[config.mk]
export PLATFORM = sky130hd
export DESIGN_NAME = scs8hd_o22ai_filt_flat
export DESIGN_NICKNAME = d
export VERILOG_FILES = /design/src/rtl/scs8hd_o22ai_filt_if.sv /design/src/rtl/scs8hd_o22ai_filt.sv /design/src/flat_wrapper.sv
export SDC_FILE = /design/constraint.sdc
export NUM_CORES = 1
export LEC_CHECK = 0
export CAP_MARGIN = 0
export CORE_MARGIN = 3
export CORE_UTILIZATION = 44
export DETAILED_ROUTE_END_ITERATION = 10
export HOLD_SLACK_MARGIN = 0.1
export PLACE_DENSITY = 0.81
export SYNTH_ARGS = -nofsm -noshare
export SYNTH_HDL_FRONTEND = slang
export SYNTH_SLANG_ARGS = --single-unit
[constraint.sdc]
create_clock -name CLK -period 2.02 [get_ports CLK]
set_clock_uncertainty 0.1 [all_clocks]
set_input_delay 0.606 -clock CLK [delete_from_list [all_inputs] [get_ports CLK]]
set_output_delay 0.606 -clock CLK [all_outputs]
set_load 0.01 [all_outputs]
[src/rtl/scs8hd_o22ai_filt_if.sv]
// ---------------------------------------------------------------------------
// scs8hd_o22ai_filt_if
// Bundles the lane-level signals of the filtered OAI22 block.
//
// Signals (all WIDTH bits unless noted):
//   EN         (1 bit) sample enable, driven by the master
//   A1, A2     OR-group A inputs, driven by the master
//   B1, B2     OR-group B inputs, driven by the master
//   Y          filtered OAI22 result, driven by the slave (filter)
//   PEND       per-lane "change pending" flag, driven by the slave
//   CHG        per-lane one-cycle commit pulse, driven by the slave
//              (present only when SCS8HD_O22AI_FILT_CHG_EN is defined)
//
// Modports:
//   master : the logic that drives the inputs and observes the outputs
//   slave  : the filter block itself
// ---------------------------------------------------------------------------
interface scs8hd_o22ai_filt_if #(
    parameter int WIDTH = 4
);
    logic             EN;
    logic [WIDTH-1:0] A1;
    logic [WIDTH-1:0] A2;
    logic [WIDTH-1:0] B1;
    logic [WIDTH-1:0] B2;
    logic [WIDTH-1:0] Y;
    logic [WIDTH-1:0] PEND;
`ifdef SCS8HD_O22AI_FILT_CHG_EN
    logic [WIDTH-1:0] CHG;
`endif

    modport master (
        output EN,
        output A1,
        output A2,
        output B1,
        output B2,
`ifdef SCS8HD_O22AI_FILT_CHG_EN
        input  CHG,
`endif
        input  Y,
        input  PEND
    );

    modport slave (
        input  EN,
        input  A1,
        input  A2,
        input  B1,
        input  B2,
`ifdef SCS8HD_O22AI_FILT_CHG_EN
        output CHG,
`endif
        output Y,
        output PEND
    );
endinterface

[src/rtl/scs8hd_o22ai_filt.sv]
// ---------------------------------------------------------------------------
// scs8hd_o22ai_filt
// WIDTH independent OAI22 lanes, Y = !((A1|A2)&(B1|B2)), each followed by a
// digital deglitch filter. A lane's Y only takes a new value once the raw
// OAI22 result has differed from Y for FILT_CYCLES consecutive enabled clocks.
//
// Ports:
//   CLK     rising-edge clock
//   RESETB  asynchronous active-low reset
//   bus     scs8hd_o22ai_filt_if.slave: EN, A1, A2, B1, B2 in; Y, PEND out
//           (plus CHG out when the optional macro is defined)
//
// Parameters:
//   WIDTH        number of lanes (>= 1)
//   FILT_CYCLES  consecutive enabled samples needed to commit (1..15)
//   RESET_Y      value loaded into every Y bit on reset
//
// Optional feature macro: SCS8HD_O22AI_FILT_CHG_EN
//   When defined, CHG[i] pulses high for the one cycle after an edge that
//   committed a new Y[i]. When undefined, CHG and its flops do not exist.
// ---------------------------------------------------------------------------
module scs8hd_o22ai_filt #(
    parameter int   WIDTH       = 4,
    parameter int   FILT_CYCLES = 3,
    parameter logic RESET_Y     = 1'b1
) (
    input  logic                    CLK,
    input  logic                    RESETB,
    scs8hd_o22ai_filt_if.slave      bus
);

    // Counter only needs to reach FILT_CYCLES-1; the +1 keeps CW >= 1 even
    // when FILT_CYCLES is 1 (counter then stays at zero permanently).
    localparam int             CW      = $clog2(FILT_CYCLES + 1);
    localparam logic [CW-1:0]  CNT_MAX = CW'(FILT_CYCLES - 1);

    logic [WIDTH-1:0] y_vec;
    logic [WIDTH-1:0] pend_vec;
`ifdef SCS8HD_O22AI_FILT_CHG_EN
    logic [WIDTH-1:0] commit_vec;
    logic [WIDTH-1:0] chg_reg;
`endif

    genvar gi;
    generate
        for (gi = 0; gi < WIDTH; gi++) begin : g_lane
            logic          raw;
            logic          y_reg;
            logic          y_next;
            logic [CW-1:0] cnt_reg;
            logic [CW-1:0] cnt_next;

            assign raw = ~((bus.A1[gi] | bus.A2[gi]) & (bus.B1[gi] | bus.B2[gi]));

            // raw matching Y wipes any partial run, so a glitch shorter than
            // FILT_CYCLES leaves no trace. With EN low nothing moves.
            always_comb begin
                y_next   = y_reg;
                cnt_next = cnt_reg;
                if (bus.EN) begin
                    if (raw == y_reg) begin
                        cnt_next = '0;
                    end else if (cnt_reg == CNT_MAX) begin
                        y_next   = raw;
                        cnt_next = '0;
                    end else begin
                        cnt_next = cnt_reg + 1'b1;
                    end
                end
            end

            always_ff @(posedge CLK or negedge RESETB) begin
                if (!RESETB) begin
                    y_reg   <= RESET_Y;
                    cnt_reg <= '0;
                end else begin
                    y_reg   <= y_next;
                    cnt_reg <= cnt_next;
                end
            end

            assign y_vec[gi]    = y_reg;
            assign pend_vec[gi] = (cnt_reg != '0);
`ifdef SCS8HD_O22AI_FILT_CHG_EN
            // A commit is the only way Y can change on an edge.
            assign commit_vec[gi] = (y_next != y_reg);
`endif
        end
    endgenerate

`ifdef SCS8HD_O22AI_FILT_CHG_EN
    // commit_vec is zero whenever EN is low, so CHG self-clears on that edge.
    always_ff @(posedge CLK or negedge RESETB) begin
        if (!RESETB) begin
            chg_reg <= '0;
        end else begin
            chg_reg <= commit_vec;
        end
    end

    assign bus.CHG = chg_reg;
`endif

    assign bus.Y    = y_vec;
    assign bus.PEND = pend_vec;

endmodule

[src/flat_wrapper.sv]
// flat-port wrapper written by rule: the top's interface ports become plain ports
module scs8hd_o22ai_filt_flat 
#(
    parameter int   WIDTH       = 4,
    parameter int   FILT_CYCLES = 3,
    parameter logic RESET_Y     = 1'b1
)
  (CLK, RESETB, bus_EN, bus_A1, bus_A2, bus_B1, bus_B2, bus_Y, bus_PEND);
  scs8hd_o22ai_filt_if #(.WIDTH(WIDTH)) bus_i ();
  input  logic CLK;
  input  logic RESETB;
  input wire logic [$bits(bus_i.EN)-1:0] bus_EN;
  input wire logic [$bits(bus_i.A1)-1:0] bus_A1;
  input wire logic [$bits(bus_i.A2)-1:0] bus_A2;
  input wire logic [$bits(bus_i.B1)-1:0] bus_B1;
  input wire logic [$bits(bus_i.B2)-1:0] bus_B2;
  output wire logic [$bits(bus_i.Y)-1:0] bus_Y;
  output wire logic [$bits(bus_i.PEND)-1:0] bus_PEND;
  assign bus_i.EN = bus_EN;
  assign bus_i.A1 = bus_A1;
  assign bus_i.A2 = bus_A2;
  assign bus_i.B1 = bus_B1;
  assign bus_i.B2 = bus_B2;
  assign bus_Y = bus_i.Y;
  assign bus_PEND = bus_i.PEND;
  scs8hd_o22ai_filt #(.WIDTH(WIDTH), .FILT_CYCLES(FILT_CYCLES), .RESET_Y(RESET_Y)) u_core (.CLK(CLK), .RESETB(RESETB), .bus(bus_i));
endmodule
* Word-level counts from Yosys, hierarchy flattened
Index checks and enable logic that the tools add are counted.
** Cells by class
- Bitwise logic cells :: 20
- Eq/ne operators :: 8
- Multiplexer cells :: 8
- Add/sub/neg operators :: 4
- Reduce and logical (&&, ||, !) cells :: 8
** Operator list (count)
- 2-bit 2-to-1 mux :: 8
- 3-bit AND reduction :: 4
- 2-bit by 1-bit adder with 2-bit output (second input constant) :: 4
- 2-bit == test (second input constant) :: 4
- 1-bit inverter :: 8
- 1-bit OR :: 8
- 2-bit nonzero test :: 4
- 1-bit AND :: 4
- 1-bit == test :: 4
** Word-level totals
- Output and inout bits :: 8
- Input bits :: 19
- Flip-flop bits (word level) :: 12
- Word-level logic and storage cells :: 56

* Longest topological paths before layout
- Depth in word-level cells :: 6
- Depth in mapped cells :: 4
- Mapped depth without buffers :: 3

* Worst setup path after synthesis
No wires, ideal clock.
- Path kind :: register to output
- Start point :: register u_core.g_lane[1].y_reg
- End point :: output port bus_Y[1]
- Data arrival time :: 0.633 ns
- Setup slack :: 0.681 ns
- Path buffers :: 1
- Required time :: 1.314 ns
- Cell stages (with the launch flop) :: 2
- Cell sequence :: dfstp_2 > buf_4
** RTL lines
- from (decl) :: line scs8hd_o22ai_filt.sv:48 : logic y_reg;
- from (signal assigned) :: line scs8hd_o22ai_filt.sv:77 : y_reg <= y_next;
- to (decl) :: line flat_wrapper.sv:17 : output wire logic [$bits(bus_i.Y)-1:0] bus_Y;
No word-level cell between the ends.

* Worst setup path in the final report
- Start point :: register u_core.g_lane[1].cnt_reg[1]
- End point :: output port bus_PEND[1]
** Between the ends
- Cells in the longest elaborated chain, start to end :: 1
** Ends and longest elaborated chain
- from (decl) :: line scs8hd_o22ai_filt.sv:50 : logic [CW-1:0] cnt_reg;
- from (signal assigned) :: line scs8hd_o22ai_filt.sv:78 : cnt_reg <= cnt_next;
- 2-bit nonzero test :: line scs8hd_o22ai_filt.sv:83 : assign pend_vec[gi] = (cnt_reg != '0);
- to (decl) :: line flat_wrapper.sv:18 : output wire logic [$bits(bus_i.PEND)-1:0] bus_PEND;
Every way passes these cells.

==> flow_metrics.py <==
metrics = {
    "timing": {
        "slew_viol_final": 0,
        "rsz0062_at_grt": "no",
        "fin_hold_ws_ns": 0.462,
        "finalCritPeriodShare": 0.920,
        "fmax_mhz": 538,
        "tns_ns": 0,
        "worst_pin_slew_ns": 0.529,
        "setup_viol": 0,
        "min_period_ns": 1.86,
        "slew_headroom": 0.646,
        "finalHoldViolations": 0,
    },
    "synthesis": {
        "syn_area_sq_um": 651,
        "synth_nets": 81,
        "avgSynthCellArea_sq_um": 10.5,
        "synth_top_area_frac": 0.308,
        "yosysWarnings": 0,
        "synth_top_area_cell": "dfrtp_1",
        "synthCells": 62,
        "synthFlopType": "dfrtp_1",
        "synthTopCellsByCount": "12 x o22ai_1, 8 x dfrtp_1, 8 x inv_1, 8 x nand3_1, 5 x buf_4",
        "synth_async_sr_flop_share": 1.00,
        "yosys.cell_count.top_type": "o22ai_1",
        "synth_edf_count": 0,
        "synth_seq_cells": 12,
        "yosys-top-cells-area": "dfrtp_1 31%, dfstp_2 16%, o22ai_1 12%",
        "synth.distinct_cells": 12,
        "yosysSeqAreaShare": 0.469,
    },
    "worst_setup_path": {
        "worst-path-buf-inv": 2,
        "start_kind": "flip-flop",
        "end_kind": "output port",
        "slowest_stage": "dfrtp_1",
        "critPathArrivalTime_ns": 1.15,
        "crit_fanout": 4,
        "max_stage_delay_ns": 0.39,
        "worst-setup-path-type": "reg2out",
        "crit_family": "buffers and inverters",
        "path_cells": "inv_1 > nand2_1 > dlygate4sd2_1",
        "cp.required_ns": 1.31,
    },
    "floorplan": {
        "die_w_um": 44.5,
        "fp-row-count": 13,
        "dieArea_sq_um": 1980,
        "ios": 27,
        "start_util": 0.482,
        "die_h_um": 44.5,
        "core_sq_um": 1350,
    },
    "global_route": {
        "grt_pass1_vias": 500,
        "grt-ovfl-total": 0,
        "grt_max_degree": 20,
        "antenna_found_initial": 0,
        "grtUsageTotal": 0.163,
        "grt_pass1_wl_um": 2290,
    },
    "cts": {
        "cts_tree": "built",
        "clk_pin_slew_ns": 0.07,
        "clk_path_buf_depth": 2,
        "htreeDepth": 1,
        "cts-buffers-inserted": 3,
        "hold_buffers": 0,
        "worstSkewPairLatency_ns": 0.27,
        "cts.sinks": 12,
        "clockRootBuffer": "clkbuf_4",
    },
    "placed_design": {
        "place_hpwl_um": 1010,
        "numPortBuffers": 26,
        "gp_congestion": 0.643,
    },
    "route": {
        "antenna_left": 0,
        "dr_wl_met3_um": 90,
        "routedWlPerCell_um": 13.3,
        "viasPerCell": 5.00,
        "highest_layer": "met4",
        "wirelength_um": 1370,
        "drc_errors": 0,
        "drt_pass1_iterations": 4,
        "vias": 515,
        "wl_met2_um": 680,
        "drt_iter0_markers": 14,
        "wl_met1_um": 587,
    },
    "worst_hold_path": {
        "min_path_type": "reg2reg",
    },
    "run": {
        "maxCapViolations": 0,
    },
    "finish": {
        "drive_above_1_share": 0.227,
        "syn_to_final_growth_pct": 44.8,
        "diodes": 0,
        "largest_register_ffs": 8,
        "nets": 108,
    },
    "power_and_ir_drop": {
        "power.density_nw_per_um2": 1280,
        "ir_worst_vdd_uv": 652,
        "power_leakage_nw": 0.439,
    },
    "status": {
        "status": "finished, final reports clean",
    },
}
==> kinds of logic after synthesis <==
family                    after synthesis  share of synthesized area
and+or+nand+nor                        16                      0.148
buffers and inverters                  14                      0.121
AOI/OAI and AO/OA                      12                      0.115
DFF                                    12                      0.469
xor gates and xnor gates                4                     0.0538
muxes                                   4                     0.0923
==> per-layer routing <==
metal  global-route usage  up-vias
li1                     -      270
met4               0.0723        0
met3               0.0691        2
met2                0.233       13
met5                    0        -
met1                0.215      230
==> worst min-delay path, stage by stage, from the launching register on <==
cell,delay [ns]
dfrtp_1,0.38
nand3_1,0.08
o22ai_1,0.06
==> timing repair <==
item | in CTS | in global routing
gates resized for setup | 8 | 2
endpoints found under the setup margin | 8 | 2
buffers inserted | 0 | 1
==> final cells by class <==
class / instances / area (sq um)
Tap cell: 15 / 18.8
Clock buffer: 4 / 36.3
Sequential cell: 12 / 305
Multi-Input combinational cell: 36 / 267
Timing Repair Buffer: 28 / 285
Fill cell: 106 / 408
Inverter: 8 / 30.0
==> power breakdown <==
part,internal (mW),switching (mW)
registers,0.372,0.0746
clock network,0.110,0.0801
logic,0.305,0.266
total,0.787,0.421
==> stage by stage <==
step | worst slack (ns) | total power [mW] | instances | utilization | cell area [sq um]
2_1_floorplan | 0.681 | 0.830 | 62 | - | 651
3_3_place_gp | 0.176 | 1.04 | 98 | 0.667 | 901
3_5_place_dp | 0.161 | 1.06 | 98 | 0.667 | 901
4_1_cts | 0.00639 | 1.22 | 102 | 0.689 | 930
5_1_grt | 0.0920 | 1.29 | 103 | 0.698 | 942
6_report | 0.162 | 1.21 | 103 | 0.698 | 942
==> layout by cell type (no fill, tap or decap), drive strengths merged <==
master	count
and3	1
clkbuf	4
xnor2	4
buf	2
dlygate4sd2	6
inv	8
dfstp	4
dlymetal6s2s	2
dfrtp	8
mux2	4
nand2	4
nand3	11
o22ai	12
clkdlybuf4s50	18
==> path summary, 6_finish.rpt <==
kind                                               end  slack (ns)                   startpoint  depth (start not counted)
setup / recovery                           bus_PEND[1]        0.16  u_core.g_lane[1].cnt_reg[1]                          3
hold / removal             u_core.g_lane[1].cnt_reg[1]        0.46  u_core.g_lane[1].cnt_reg[0]                          2
setup reg to reg                u_core.g_lane[0].y_reg        0.84  u_core.g_lane[0].cnt_reg[0]                          3
hold reg to reg            u_core.g_lane[1].cnt_reg[1]        0.46  u_core.g_lane[1].cnt_reg[0]                          2
max in group asynchronous       u_core.g_lane[0].y_reg        0.88                       RESETB                          1
min in group asynchronous  u_core.g_lane[3].cnt_reg[1]        0.57                       RESETB                          1
(Power assumes the default switching activity.)
==> RTL change 1: new RTL, config.mk and constraints unchanged <==
`FILT_CYCLES` is set to 3 in 2 places; all go to 6.
--- a/src/rtl/scs8hd_o22ai_filt.sv
+++ b/src/rtl/scs8hd_o22ai_filt.sv
@@ -23,3 +23,3 @@
     parameter int   WIDTH       = 4,
-    parameter int   FILT_CYCLES = 3,
+    parameter int   FILT_CYCLES = 6,
     parameter logic RESET_Y     = 1'b1
--- a/src/flat_wrapper.sv
+++ b/src/flat_wrapper.sv
@@ -4,3 +4,3 @@
     parameter int   WIDTH       = 4,
-    parameter int   FILT_CYCLES = 3,
+    parameter int   FILT_CYCLES = 6,
     parameter logic RESET_Y     = 1'b1
Formal check against the unedited RTL: not equivalent (Yosys sat finds a counterexample within 4 cycles, from zero or initial values and one cycle with RESETB low).
==> RTL change 1 against the unedited design <==
Largest power group unchanged; final area grew 41%; sequential cell count grew 4; highest routed layer unchanged; routed wire length grew 53%; area after synthesis grew 51%; die area grew 44%; worst setup slack lost 0.052 ns; first-iteration DRC count shrank 57%; power grew 41%; global-route usage grew 0.65 points.
==> RTL change 1: results (changes against the unedited design) <==
Critical path:
- The worst reg2reg path endpoint is u_core.g_lane[0].cnt_reg[2].
- The count of cells along the worst register-to-register path is 4 (+1).
- The worst register-to-register path begins at u_core.g_lane[0].cnt_reg[2].
- The critical path launch point is u_core.g_lane[2].cnt_reg[2].

Finish:
- The count of inverters other than clock inverters in the layout is 1 (-7).
- The proportion of layout cells with a drive suffix above 1 is 25.4% (+2.6 points).
- The post-layout net count is 154 (+43%).
- The number of buffers other than clock buffers in the final layout is 38 (+36%).
- The fraction of cell area in non-clock buffers is 24.6% (-5.7 points).
- The fraction of area in registers is 30.6% (-1.8 points).
- The number of flip-flops under the largest register name is 12 (+4).
- The share of the final layout cell area in multi-input gates is 39.3% (+11 points).
- The total number of multi-input combinational cells is 75 (+110%).

Clock tree:
- The number of buffers inserted by post-CTS setup repair was 1 (+1).
- The clock latency reported for the late side of the worst-skew pair is 0.29 ns (+0.02 ns).
- The clock-pin slew reported for the worst setup and hold paths after clock tree synthesis was 0.11 ns (+0.04 ns).
- The number of gates given a new drive strength after cts came to 13 (+5).

Power:
- The worst supply voltage drop on vdd came to 0.854 mV (+31%).
- The leakage dissipation is 0.592 nW (+35%).

Synth:
- The net count of the mapped netlist is 118 (+46%).
- Counting instances in the post-synthesis netlist gives the leading cell types as sky130_fd_sc_hd__nand2b_1 (13), sky130_fd_sc_hd__dfrtp_1 (12), sky130_fd_sc_hd__nor2_1 (7), sky130_fd_sc_hd__nand2_1 (6).
- The register bit total from synthesis came to 16 (+4).
- The average instance area after synthesis is 9.93 µm² (-5.3%).
- The count of unique library cells instantiated by Yosys was 25 (+13).

Routing:
- The detailed-route vias per instance is 5.22 (+4.5%).
- The detailed-routed wire length on met2 came to 1.12 mm (+64%).
- The length of routed wiring on met1 was 872 µm (+49%).
- The routed wire length per instance is 13.1 µm (-1.9%).

Global route:
- The pin count of the biggest net entering global routing is 17 (-15%).
- The global-route usage over all layers was 17.0% (+0.65 points).
- The met1 usage was 19.5% (-1.9 points).
- The met3 usage in global routing is 3.10% (-3.8 points).

Run status:
- The flow ran to the end, and the final reports show no timing, DRC or antenna violations.

Place:
- The HPWL reported at the end of detailed placement is 1.60 mm (+58%).
- The global placement routability congestion came to 0.760 (+18%).
- The area after detailed placement is 1310 µm² (+45%).
- The post-placement setup slack is 0.0203 ns (-0.140 ns).

Floorplan:
- The total die area is 2840 µm² (+44%).
==> RTL change 1: cell types whose count changed after synthesis, moves of 5 or more <==
cell,delta
sky130_fd_sc_hd__nand2b_1,+13
sky130_fd_sc_hd__o22ai_1,-9
sky130_fd_sc_hd__inv_1,-7
sky130_fd_sc_hd__nor2_1,+7
sky130_fd_sc_hd__nand3_1,-6
sky130_fd_sc_hd__mux2_2,+5
==> RTL change 1: how the worst min path moves through the flow <==
stage | start | endpoint | slack [ns] | cells past startpoint
floorplan | RESETB | u_core.g_lane[0].cnt_reg[0] | 0.21 | 0
global placement | u_core.g_lane[3].cnt_reg[2] | u_core.g_lane[3].cnt_reg[2] | 0.49 | 2
detailed placement | u_core.g_lane[1].cnt_reg[1] | u_core.g_lane[1].cnt_reg[1] | 0.51 | 3
CTS | u_core.g_lane[1].cnt_reg[1] | u_core.g_lane[1].cnt_reg[1] | 0.52 | 3
global route | RESETB | u_core.g_lane[2].cnt_reg[1] | 0.53 | 2
finish | RESETB | u_core.g_lane[2].cnt_reg[1] | 0.52 | 2
==> RTL change 1: critical path: stages (launching register included) <==
cell                      delay (ns)
sky130_fd_sc_hd__dfrtp_1        0.40
sky130_fd_sc_hd__or3_1          0.37
sky130_fd_sc_hd__buf_2          0.14
==> RTL change 1: where the power goes <==
group / switching [W] / internal [W]
Combinational: 0.000401 / 0.000480
Clock: 0.000107 / 0.000110
Sequential: 0.000120 / 0.000488
==> RTL change 1: logic make-up (layout without fill, tap and decap cells) <==
family | count (synthesis) | after routing | share of synthesized area [%]
compound gates | 22 | 22 | 16.0
xor+xnor | 4 | 4 | 3.56
buf+inv | 8 | 43 | 5.85
flops | 16 | 16 | 41.2
mux | 9 | 9 | 9.80
simple gates | 40 | 40 | 23.5
==> RTL change 2: new RTL, same settings <==
Made on the original files. `RESET_Y` is set to 1'b1 in 2 places; all go to 1'b0.
--- a/src/rtl/scs8hd_o22ai_filt.sv
+++ b/src/rtl/scs8hd_o22ai_filt.sv
@@ -24,3 +24,3 @@
     parameter int   FILT_CYCLES = 3,
-    parameter logic RESET_Y     = 1'b1
+    parameter logic RESET_Y     = 1'b0
 ) (
--- a/src/flat_wrapper.sv
+++ b/src/flat_wrapper.sv
@@ -5,3 +5,3 @@
     parameter int   FILT_CYCLES = 3,
-    parameter logic RESET_Y     = 1'b1
+    parameter logic RESET_Y     = 1'b0
 )
Formal check against the unedited RTL: not equivalent (Yosys sat finds a counterexample within 4 cycles, from zero or initial values and one cycle with RESETB low).
==> RTL change 2 against the unedited design <==
Worst setup slack worse by 0.070 ns; area after synthesis is 0.77% lower; via count is 0.58% higher; final area fell by 1.2%; power is 2.4% lower; routed wire length is 7.1% lower; first-iteration DRC count increased by 43%; sequential cell count stayed put; count of clock-buffer cells in the layout unchanged; global-route usage shrank 1.2 points; critical endpoint is now bus_Y[1]; highest routed layer unchanged.
==> RTL change 2: results (changes against the unedited design) <==
Critical path:
- The worst reg2reg path endpoint is u_core.g_lane[0].y_reg.
- The top fanout value on the critical path is 3 (-1).
- Among all stages on the critical path, the largest delay is contributed by sky130_fd_sc_hd__clkdlybuf4s50_1.
- The count of cells along the worst register-to-register path is 3 (unchanged).

Place:
- The HPWL reported at the end of detailed placement is 1.05 mm (+3.6%).
- The post-placement setup slack came to 0.108 ns (-0.0532 ns).
- The global placement routability congestion was 0.750 (+17%).

Routing:
- The routed wire length per instance is 12.5 µm (-6.2%).
- The first-pass iteration count of the detailed router is 2 (-2).
- The violation count after the first detailed-routing iteration is 20 (+6).
- The total via count in the routed design is 518 (+0.58%).

Clock tree:
- The largest buffer count on any clock path is 2 (unchanged).
- The root cell of the clock tree is sky130_fd_sc_hd__clkbuf_4.

STA:
- The actual slew at the worst max-slew pin is 0.525 ns (-0.00357 ns).
- The peak clock frequency supported by timing is 519 MHz (-3.6%).
- The share of the cycle needed by the critical path after routing came to 95.4% (+3.4 points).

Global route:
- The number of global-route vias before repair is 512 (+2.4%).
- The met1 usage is 18.3% (-3.2 points).
- The first-pass GRT wire length came to 2.13 mm (-6.9%).
- The met3 usage in global routing is 6.10% (-0.81 points).
- The number of antenna violations at the first check in global routing was 0 (unchanged).
- The global-route usage over all layers came to 15.2% (-1.2 points).
- The met2 demand-to-capacity share in global routing came to 24.4% (+1.2 points).

Power:
- The worst supply voltage drop on vdd was 0.813 mV (+25%).
- The leakage dissipation came to 0.422 nW (-3.8%).

Finish:
- The count of filler cells inserted in the layout was 109 (+2.8%).
- The proportion of layout cells with a drive suffix above 1 was 17.2% (-5.5 points).
- The final standard cell count with taps included and fillers excluded came to 102 (-0.97%).
- The post-layout net count is 107 (-0.93%).

Synth:
- The fraction of the yosys area taken by sequential cells is 46.5% (-0.41 points).
- Counting instances in the post-synthesis netlist gives the leading cell types as sky130_fd_sc_hd__dfrtp_1 (12), sky130_fd_sc_hd__o22ai_1 (12), sky130_fd_sc_hd__inv_1 (8), sky130_fd_sc_hd__nand3_1 (8), sky130_fd_sc_hd__buf_4 (5).
- The count of unique library cells instantiated by Yosys is 11 (-1).

Hold path:
- In this run the most critical hold path is launched from u_core.g_lane[0].cnt_reg[0].
- For hold timing, the worst endpoint is u_core.g_lane[0].cnt_reg[1].

Run status:
- The flow ran to the end, and the final reports show no timing, DRC or antenna violations.
RTL change 2: worst min-delay path: stages, from the launching register on:
cell	delay (ns)
sky130_fd_sc_hd__dfrtp_1	0.38
sky130_fd_sc_hd__nand3_1	0.08
sky130_fd_sc_hd__o22ai_1	0.06
RTL change 2: repair_timing:
item / 4_1_cts / 5_1_grt
gates resized for setup: 5 / 1
pin swaps: 0 / 0
setup endpoints to repair: 4 / 1
RTL change 2: worst max path at each step:
| stage | startpoint | endpoint | slack, ns | cells past startpoint |
|---|---|---|---|---|
| after detailed placement | bus_EN | u_core.g_lane[2].y_reg | 0.11 | 4 |
| after CTS | u_core.g_lane[1].cnt_reg[0] | bus_PEND[1] | 0.005 | 3 |
| after global placement | bus_EN | u_core.g_lane[2].y_reg | 0.13 | 4 |
| after floorplan | bus_EN | u_core.g_lane[1].y_reg | 0.72 | 3 |
| after global routing | u_core.g_lane[1].y_reg | bus_Y[1] | 0.04 | 1 |
| final | u_core.g_lane[1].y_reg | bus_Y[1] | 0.09 | 1 |
RTL change 2: layout make-up:
| cell class | count | area (µm²) | area share [%] |
|---|---|---|---|
| clock buffer | 4 | 36.3 | 3.90 |
| inverter | 8 | 30.0 | 3.23 |
| multi-input combinational | 36 | 267 | 28.6 |
| sequential | 12 | 300 | 32.3 |
| tap | 15 | 18.8 | 2.02 |
| timing repair buffer | 27 | 279 | 30.0 |
RTL change 2: cells by family (layout without fill, tap and decap cells):
logic type | count (synthesis) | after routing | share of synthesized area, %
AO/OA/AOI/OAI | 12 | 12 | 11.6
XOR/XNOR | 4 | 4 | 5.43
buffers and inverters | 14 | 39 | 12.2
flip-flops | 12 | 12 | 46.5
multiplexers | 4 | 4 | 9.30
AND/OR/NAND/NOR | 16 | 16 | 14.9
RTL change 2: stage by stage:
stage	instance area (µm²)	hold WS (ns)
3_5_place_dp	896	0.455
3_3_place_gp	896	0.428
6_report	931	0.457
5_1_grt	931	0.497
2_1_floorplan	646	0.210
4_1_cts	928	0.459
RTL change 2: report_power, final:
part,internal (W),switching [W]
clock network,0.000110,0.0000773
registers,0.000344,0.0000778
logic,0.000317,0.000253
RTL change 2: routing by layer:
metal	vias up	routed length, µm
li1	262	-
met4	0	25
met5	-	0
met2	11	671
met3	4	54
met1	241	523
